[src/rtl/axis_probe_switch_pkg.sv]
// Shared types and constants for the host <-> probe AXI-Stream switch.
package axis_probe_switch_pkg;

  // Request side: wait for a routing header, forward its payload, or discard a misrouted packet.
  typedef enum logic [1:0] {
    REQ_HDR  = 2'd0,
    REQ_FWD  = 2'd1,
    REQ_DROP = 2'd2
  } req_state_t;

  // Response side: arbitrate between probes, then hold one probe until its packet ends.
  typedef enum logic [0:0] {
    RSP_IDLE = 1'b0,
    RSP_LOCK = 1'b1
  } rsp_state_t;

  // Width of the destination field in the header word. The routed index is the low DEST_W
  // bits of this field, but the whole field is range-checked. A header such as dest=5 on a
  // 4-probe build is therefore rejected rather than aliased onto probe 1.
  localparam int HDR_DEST_FIELD_W = 8;

endpackage

[src/rtl/rr_arbiter.sv]
// Combinational round-robin picker: the first asserted request at or after ptr, wrapping.
module rr_arbiter
  import axis_probe_switch_pkg::*;
#(
  parameter int N = 4,
  localparam int IW = $clog2(N)
) (
  input  logic [N-1:0]  req,
  input  logic [IW-1:0] ptr,
  output logic [IW-1:0] gnt_idx,
  output logic          gnt_any
);

  // Scan from the farthest offset back toward ptr, so the nearest hit overwrites the others.
  always_comb begin
    int idx;
    gnt_any = 1'b0;
    gnt_idx = '0;
    idx     = 0;
    for (int k = N - 1; k >= 0; k--) begin
      idx = int'(ptr) + k;
      if (idx >= N) idx = idx - N;
      if (req[IW'(idx)]) begin
        gnt_any = 1'b1;
        gnt_idx = IW'(idx);
      end
    end
  end

endmodule

[src/rtl/axis_probe_switch.sv]
// Shares one host AXI-Stream pair between PROBES_NUM probes. On the request side, the
// header word of each packet is stripped and the payload is routed to the addressed probe.
// On the response side, probe packets are merged by packet-atomic round-robin, and the
// source probe is tagged on m_axis_tid.
module axis_probe_switch
  import axis_probe_switch_pkg::*;
#(
  parameter int C_DATA_WIDTH = 128,
  parameter int PROBES_NUM   = 4,
  localparam int DEST_W      = $clog2(PROBES_NUM),
  localparam int KEEP_W      = C_DATA_WIDTH / 8
) (
  input  logic                           s_axis_aclk,
  input  logic                           s_axis_aresetn,
  // host request stream
  input  logic                           s_axis_tvalid,
  output logic                           s_axis_tready,
  input  logic                           s_axis_tlast,
  input  logic [C_DATA_WIDTH-1:0]        s_axis_tdata,
  input  logic [KEEP_W-1:0]              s_axis_tkeep,
  // per-probe request streams
  output logic [PROBES_NUM-1:0]          p_axis_tvalid,
  output logic [PROBES_NUM-1:0]          p_axis_tlast,
  input  logic [PROBES_NUM-1:0]          p_axis_tready,
  output logic [C_DATA_WIDTH*PROBES_NUM-1:0] p_axis_tdata,
  output logic [KEEP_W*PROBES_NUM-1:0]   p_axis_tkeep,
  // per-probe response streams
  input  logic [PROBES_NUM-1:0]          r_axis_tvalid,
  input  logic [PROBES_NUM-1:0]          r_axis_tlast,
  output logic [PROBES_NUM-1:0]          r_axis_tready,
  input  logic [C_DATA_WIDTH*PROBES_NUM-1:0] r_axis_tdata,
  input  logic [KEEP_W*PROBES_NUM-1:0]   r_axis_tkeep,
  // host response stream
  output logic                           m_axis_tvalid,
  input  logic                           m_axis_tready,
  output logic                           m_axis_tlast,
  output logic [C_DATA_WIDTH-1:0]        m_axis_tdata,
  output logic [KEEP_W-1:0]              m_axis_tkeep,
  output logic [DEST_W-1:0]              m_axis_tid,
  // bad-header indication
  output logic                           hdr_err
);

  localparam logic [HDR_DEST_FIELD_W-1:0] DEST_LIMIT = HDR_DEST_FIELD_W'(PROBES_NUM);
  localparam logic [DEST_W-1:0]           LAST_IDX   = DEST_W'(PROBES_NUM - 1);

  // ---------------------------------------------------------------- request path
  req_state_t        req_state;
  logic [DEST_W-1:0] dest_ff;
  logic              s_hs;
  logic              hdr_bad;

  assign s_hs    = s_axis_tvalid && s_axis_tready;
  assign hdr_bad = (s_axis_tdata[HDR_DEST_FIELD_W-1:0] >= DEST_LIMIT);

  // Payload fans out to every probe. Only tvalid selects the destination.
  assign p_axis_tdata = {PROBES_NUM{s_axis_tdata}};
  assign p_axis_tkeep = {PROBES_NUM{s_axis_tkeep}};
  assign p_axis_tlast = {PROBES_NUM{s_axis_tlast}};

  // Zero-latency request handshake steering. While reset is asserted, the host sees no ready.
  always_comb begin
    s_axis_tready = 1'b0;
    p_axis_tvalid = '0;
    if (s_axis_aresetn) begin
      case (req_state)
        REQ_HDR:  s_axis_tready = 1'b1;
        REQ_FWD: begin
          p_axis_tvalid[dest_ff] = s_axis_tvalid;
          s_axis_tready          = p_axis_tready[dest_ff];
        end
        REQ_DROP: s_axis_tready = 1'b1;
        default:  s_axis_tready = 1'b0;
      endcase
    end
  end

  // Request FSM: consume the header, then forward or drop until the tlast handshake.
  always_ff @(posedge s_axis_aclk or negedge s_axis_aresetn) begin
    if (!s_axis_aresetn) begin
      req_state <= REQ_HDR;
      dest_ff   <= '0;
      hdr_err   <= 1'b0;
    end else begin
      hdr_err <= 1'b0;
      case (req_state)
        REQ_HDR: begin
          if (s_hs) begin
            dest_ff <= s_axis_tdata[DEST_W-1:0];
            if (s_axis_tlast) begin
              // Header with no payload: flag it and wait for the next header.
              hdr_err <= 1'b1;
            end else if (hdr_bad) begin
              hdr_err   <= 1'b1;
              req_state <= REQ_DROP;
            end else begin
              req_state <= REQ_FWD;
            end
          end
        end
        REQ_FWD, REQ_DROP: begin
          if (s_hs && s_axis_tlast) req_state <= REQ_HDR;
        end
        default: req_state <= REQ_HDR;
      endcase
    end
  end

  // ---------------------------------------------------------------- response path
  rsp_state_t        rsp_state;
  logic [DEST_W-1:0] grant_ff;
  logic [DEST_W-1:0] rr_ptr;
  logic [DEST_W-1:0] gnt_idx;
  logic              gnt_any;
  logic              m_hs;

  rr_arbiter #(
    .N (PROBES_NUM)
  ) u_arb (
    .req     (r_axis_tvalid),
    .ptr     (rr_ptr),
    .gnt_idx (gnt_idx),
    .gnt_any (gnt_any)
  );

  assign m_hs       = m_axis_tvalid && m_axis_tready;
  assign m_axis_tid = grant_ff;

  // Mux the granted probe onto the host stream. Data is not qualified, but valid and last are.
  always_comb begin
    r_axis_tready = '0;
    m_axis_tvalid = 1'b0;
    m_axis_tlast  = 1'b0;
    m_axis_tdata  = r_axis_tdata[int'(grant_ff)*C_DATA_WIDTH +: C_DATA_WIDTH];
    m_axis_tkeep  = r_axis_tkeep[int'(grant_ff)*KEEP_W +: KEEP_W];
    if (rsp_state == RSP_LOCK) begin
      m_axis_tvalid           = r_axis_tvalid[grant_ff];
      m_axis_tlast            = r_axis_tlast[grant_ff];
      r_axis_tready[grant_ff] = m_axis_tready;
    end
  end

  // Response FSM: grant on any request, hold the lock until tlast, then advance the pointer.
  always_ff @(posedge s_axis_aclk or negedge s_axis_aresetn) begin
    if (!s_axis_aresetn) begin
      rsp_state <= RSP_IDLE;
      grant_ff  <= '0;
      rr_ptr    <= '0;
    end else begin
      case (rsp_state)
        RSP_IDLE: begin
          if (gnt_any) begin
            grant_ff  <= gnt_idx;
            rsp_state <= RSP_LOCK;
          end
        end
        RSP_LOCK: begin
          if (m_hs && m_axis_tlast) begin
            rr_ptr    <= (grant_ff == LAST_IDX) ? '0 : grant_ff + 1'b1;
            rsp_state <= RSP_IDLE;
          end
        end
        default: rsp_state <= RSP_IDLE;
      endcase
    end
  end

endmodule

[config.mk]
export PLATFORM = sky130hd
export DESIGN_NAME = axis_probe_switch
export DESIGN_NICKNAME = d
export VERILOG_FILES = /design/src/rtl/axis_probe_switch_pkg.sv /design/src/rtl/rr_arbiter.sv /design/src/rtl/axis_probe_switch.sv
export SDC_FILE = /design/constraint.sdc
export NUM_CORES = 1
export LEC_CHECK = 0
export BUFFER_PORTS_ARGS = -buffer_cell sky130_fd_sc_hd__buf_2
export CORE_AREA = 8 8 573 575
export CTS_CLUSTER_SIZE = 12
export DETAILED_ROUTE_END_ITERATION = 8
export DIE_AREA = 0 0 581 583
export SLEW_MARGIN = 40
export SYNTH_ARGS = -nofsm -noshare
export SYNTH_HDL_FRONTEND = slang
export SYNTH_SLANG_ARGS = --single-unit
[constraint.sdc]
create_clock -name s_axis_aclk -period 2 [get_ports s_axis_aclk]
set_input_delay 0.4 -clock s_axis_aclk [delete_from_list [all_inputs] [get_ports s_axis_aclk]]
set_output_delay 0.4 -clock s_axis_aclk [all_outputs]
set_load 0.1 [all_outputs]
==> flow_summary.json <==
{
  "worstRegToRegCells": 6,
  "critPathCaptureType": "output pin",
  "synth_area_per_cell_um2": 10.31,
  "route.detailed.drc": 0,
  "run_status": "finished, violations left",
  "slew-limit-headroom_pct": 63.51,
  "critical_path.reg2reg.startpoint": "m_axis_tid[0]$_DFFE_PN0P_",
  "cts-root-to-sink-buffers": 2,
  "synth_area_um2": 8651,
  "synth_cell_types": 34,
  "die_area_um2": 338700,
  "postRouteAntennaNets": 1,
  "worstSetupStartpoint": "m_axis_tid[0]$_DFFE_PN0P_",
  "cts_buffers": 3,
  "power_per_cell_area_nw_per_um2": 1721,
  "setup_slack_of_the_most_critical_reg_to_reg_path_ps": -80,
  "postSynthRegisterBits": 10,
  "holdCritPathClass": "in -> async",
  "fin_crit_ps": 2518,
  "cp.required_ps": 1600,
  "tritoncts": "done",
  "globalRouteOverflowTotal": 0,
  "multiInputGateArea_um2": 3929,
  "die_height_um": 583,
  "timing.final.ws_setup_ps": -518.2,
  "leakagePower_nw": 5.705,
  "grt_max_degree": 30,
  "initial_utilization_pct": 2.709,
  "report.final.slew_viol_count": 0,
  "fmax_mhz": 397.1,
  "unrepaired_setup_endpoints_after_global_routing": "yes",
  "vias": 9831,
  "synth.net_count": 1584,
  "clock_latency_ps": 240,
  "top_level_ports": 1475,
  "hpwlAfterDp_um": 217600,
  "final.fill_count": 37577,
  "fp-row-count": 208,
  "timing.clock.skew_ps": 3.065,
  "reg2reg_capture_point": "rr_ptr[1]$_DFFE_PN0P_",
  "clk_pin_slew_ps": 40,
  "firstDrtPassIters": 5,
  "die_w_um": 581,
  "clkSinkCount": 10,
  "synthDominantCellAreaShare_pct": 50.42,
  "synthCells": 839,
  "first_global_vias": 8838,
  "maximum_level_of_the_cts_h_tree": 1,
  "synth_sequential_area_ratio_pct": 2.893,
  "core_area_um2": 319300,
  "drive_above_1_share_pct": 95.58,
  "layout.area.seq_um2": 261.5,
  "final-hold-violation-count": 0,
  "synth_ff_type": "sky130_fd_sc_hd__dfrtp_1",
  "initial_antenna_violation_count": 294,
  "portBuffers": 794,
  "netlist_top_cells_area": "sky130_fd_sc_hd__buf_4, sky130_fd_sc_hd__mux4_2, sky130_fd_sc_hd__dfrtp_1",
  "start_kind": "flop",
  "globalRouteTotalUtil_pct": 12.76,
  "cp-endpoint": "m_axis_tdata[37]",
  "grt_pass1_wl_um": 248000,
  "setup_viol_count_final": 153,
  "clockRootBuffer": "sky130_fd_sc_hd__clkbuf_16",
  "place_congestion": 0.8918,
  "synth_enable_flop_cells": 0,
  "worstSetupPathType": "reg -> out",
  "totalPowerFinal_w": 0.02977,
  "async_set_reset_flop_share_out_of_synthesis_pct": 100.0,
  "finalWirelength_um": 230100,
  "yosysWarnings": 0,
  "failed_checks": "antenna rules, setup timing",
  "timing.critical_path.arrival_ps": 2120,
  "initialDrtViolationCount": 764,
  "final_net_count": 1832,
  "worst_hold_slack_ps": 173.0,
  "post_drt_via_cell_ratio": 1.810,
  "maxCapViolCount": 0,
  "post_drt_wl_per_cell_um": 42.37,
  "vdd_ir_drop_max_uv": 981.4,
  "worstMarginPinSlew_ps": 547.4,
  "cp_max_fo": 7,
  "yosys.area.top_type": "sky130_fd_sc_hd__buf_4",
  "fin_crit_sh_pct": 125.9,
  "area_growth_syn_to_layout_pct": 99.97
}
==> metal layers <==
| metal | track usage, % | routed length (um) | up-vias |
|---|---|---|---|
| met1 | 10.96 | 66660 | 4264 |
| met3 | 14.59 | 55920 | 618 |
| met5 | 0 | 1132 | - |
| met4 | 3.592 | 11140 | 164 |
| li1 | - | - | 3073 |
| met2 | 19.31 | 95280 | 1712 |
==> state kept, by name, summed over array words and instances, names as in the netlist <==
register / count
dest_ff: 2
hdr_err: 1
m_axis_tid: 2
req_state: 2
rr_ptr: 2
rsp_state: 1
==> through the flow <==
stage	std cells	worst slack [ps]	util (%)	cell area, um^2	TNS [ps]
6_report	5432	-518.2	5.417	17300	-57450
5_1_grt	5358	-539.8	5.359	17110	-63070
4_1_cts	5264	-536.7	5.113	16330	-62270
3_5_place_dp	5253	-907.9	4.971	15870	-26590
3_3_place_gp	5253	-1257	4.966	15860	-26100
2_1_floorplan	839	-393.2	-	8900	-42560
==> cells in the final DEF (no fill, tap or decap), types with 2 or more instances in the layout <==
master                      count
sky130_fd_sc_hd__buf_12       157
sky130_fd_sc_hd__dfrtp_1        7
sky130_fd_sc_hd__nand2b_1       3
sky130_fd_sc_hd__ha_4           5
sky130_fd_sc_hd__a21oi_1        2
sky130_fd_sc_hd__ha_1           3
sky130_fd_sc_hd__mux2_2         2
sky130_fd_sc_hd__mux2i_4        2
sky130_fd_sc_hd__nand2_1        3
sky130_fd_sc_hd__a21o_1         2
sky130_fd_sc_hd__diode_2      147
sky130_fd_sc_hd__nor4_1         2
sky130_fd_sc_hd__o21ai_0        3
sky130_fd_sc_hd__buf_2        622
sky130_fd_sc_hd__buf_16        11
sky130_fd_sc_hd__nand4_1        2
sky130_fd_sc_hd__buf_6         38
sky130_fd_sc_hd__buf_4         18
sky130_fd_sc_hd__clkbuf_16     12
sky130_fd_sc_hd__dfrtp_4        3
sky130_fd_sc_hd__nor2_1         4
sky130_fd_sc_hd__nor3_4         2
sky130_fd_sc_hd__mux4_2       146
sky130_fd_sc_hd__and3_4         4
sky130_fd_sc_hd__inv_1          5
sky130_fd_sc_hd__nor2_4         2
sky130_fd_sc_hd__nor2b_1        2
==> critical path: stages (launching register included) <==
cell and delay (ps):
sky130_fd_sc_hd__dfrtp_4 440, sky130_fd_sc_hd__buf_16 130, sky130_fd_sc_hd__buf_16 180, sky130_fd_sc_hd__clkbuf_16 240, sky130_fd_sc_hd__mux4_2 570, sky130_fd_sc_hd__buf_12 190
==> worst min-delay path by stage <==
stage | cells past startpoint | endpoint | slack, ps
floorplan | 0 | dest_ff[0]$_DFFE_PN0P_ | 100
global placement | 1 | hdr_err$_DFF_PN0_ | 240
detailed placement | 1 | hdr_err$_DFF_PN0_ | 250
CTS | 2 | dest_ff[1]$_DFFE_PN0P_ | 180
global route | 2 | rr_ptr[0]$_DFFE_PN0P_ | 190
finish | 2 | rr_ptr[0]$_DFFE_PN0P_ | 170
==> power breakdown <==
group,internal [W],switching [W],total (W)
Clock,0.000260,0.0000955,0.000355
Sequential,0.000294,0.000190,0.000484
Combinational,0.00948,0.0195,0.0289
Total,0.0100,0.0197,0.0298
==> cell usage after synthesis, drive strengths merged, types with 2 or more instances <==
cell,n
nand2b,3
nor4,3
buf,613
nand2,4
ha,8
o21ai,3
and2,3
mux2i,3
mux2,3
a21oi,2
dfrtp,10
and3,4
nor3,3
nand4,3
nor2b,2
nor2,6
a21o,2
inv,7
mux4,146
==> area by class of cell <==
| class | count | area share (%) |
|---|---|---|
| clock buffer | 3 | 0.4340 |
| sequential | 10 | 1.512 |
| antenna | 147 | 2.126 |
| tap | 4200 | 30.38 |
| multi-input combinational | 208 | 22.71 |
| inverter | 7 | 0.2242 |
| timing repair buffer | 857 | 42.62 |
==> timing repair <==
item | 4_1_cts | 5_1_grt
cloned | 4 | 10
pin swaps | 2 | 5
hold buffers | 1 | 0
endpoints found under the hold margin | 2 | 0
buffers inserted | 3 | 12
endpoints found under the setup margin | 157 | 159
resized for setup | 67 | 59
==> logic make-up (layout without fill, tap and decap cells) <==
logic type / Yosys count / after routing / synth area share (%)
buffers and inverters: 621 / 867 / 53.86
AO/OA/AOI/OAI: 15 / 15 / 1.229
other: 0 / 147 / 0
adder cells (fa/ha/maj): 8 / 8 / 1.157
multiplexers: 152 / 152 / 38.75
AND/OR/NAND/NOR: 33 / 33 / 2.111
flip-flops: 10 / 10 / 2.893
Note: power is estimated with default switching activity, not from simulation.
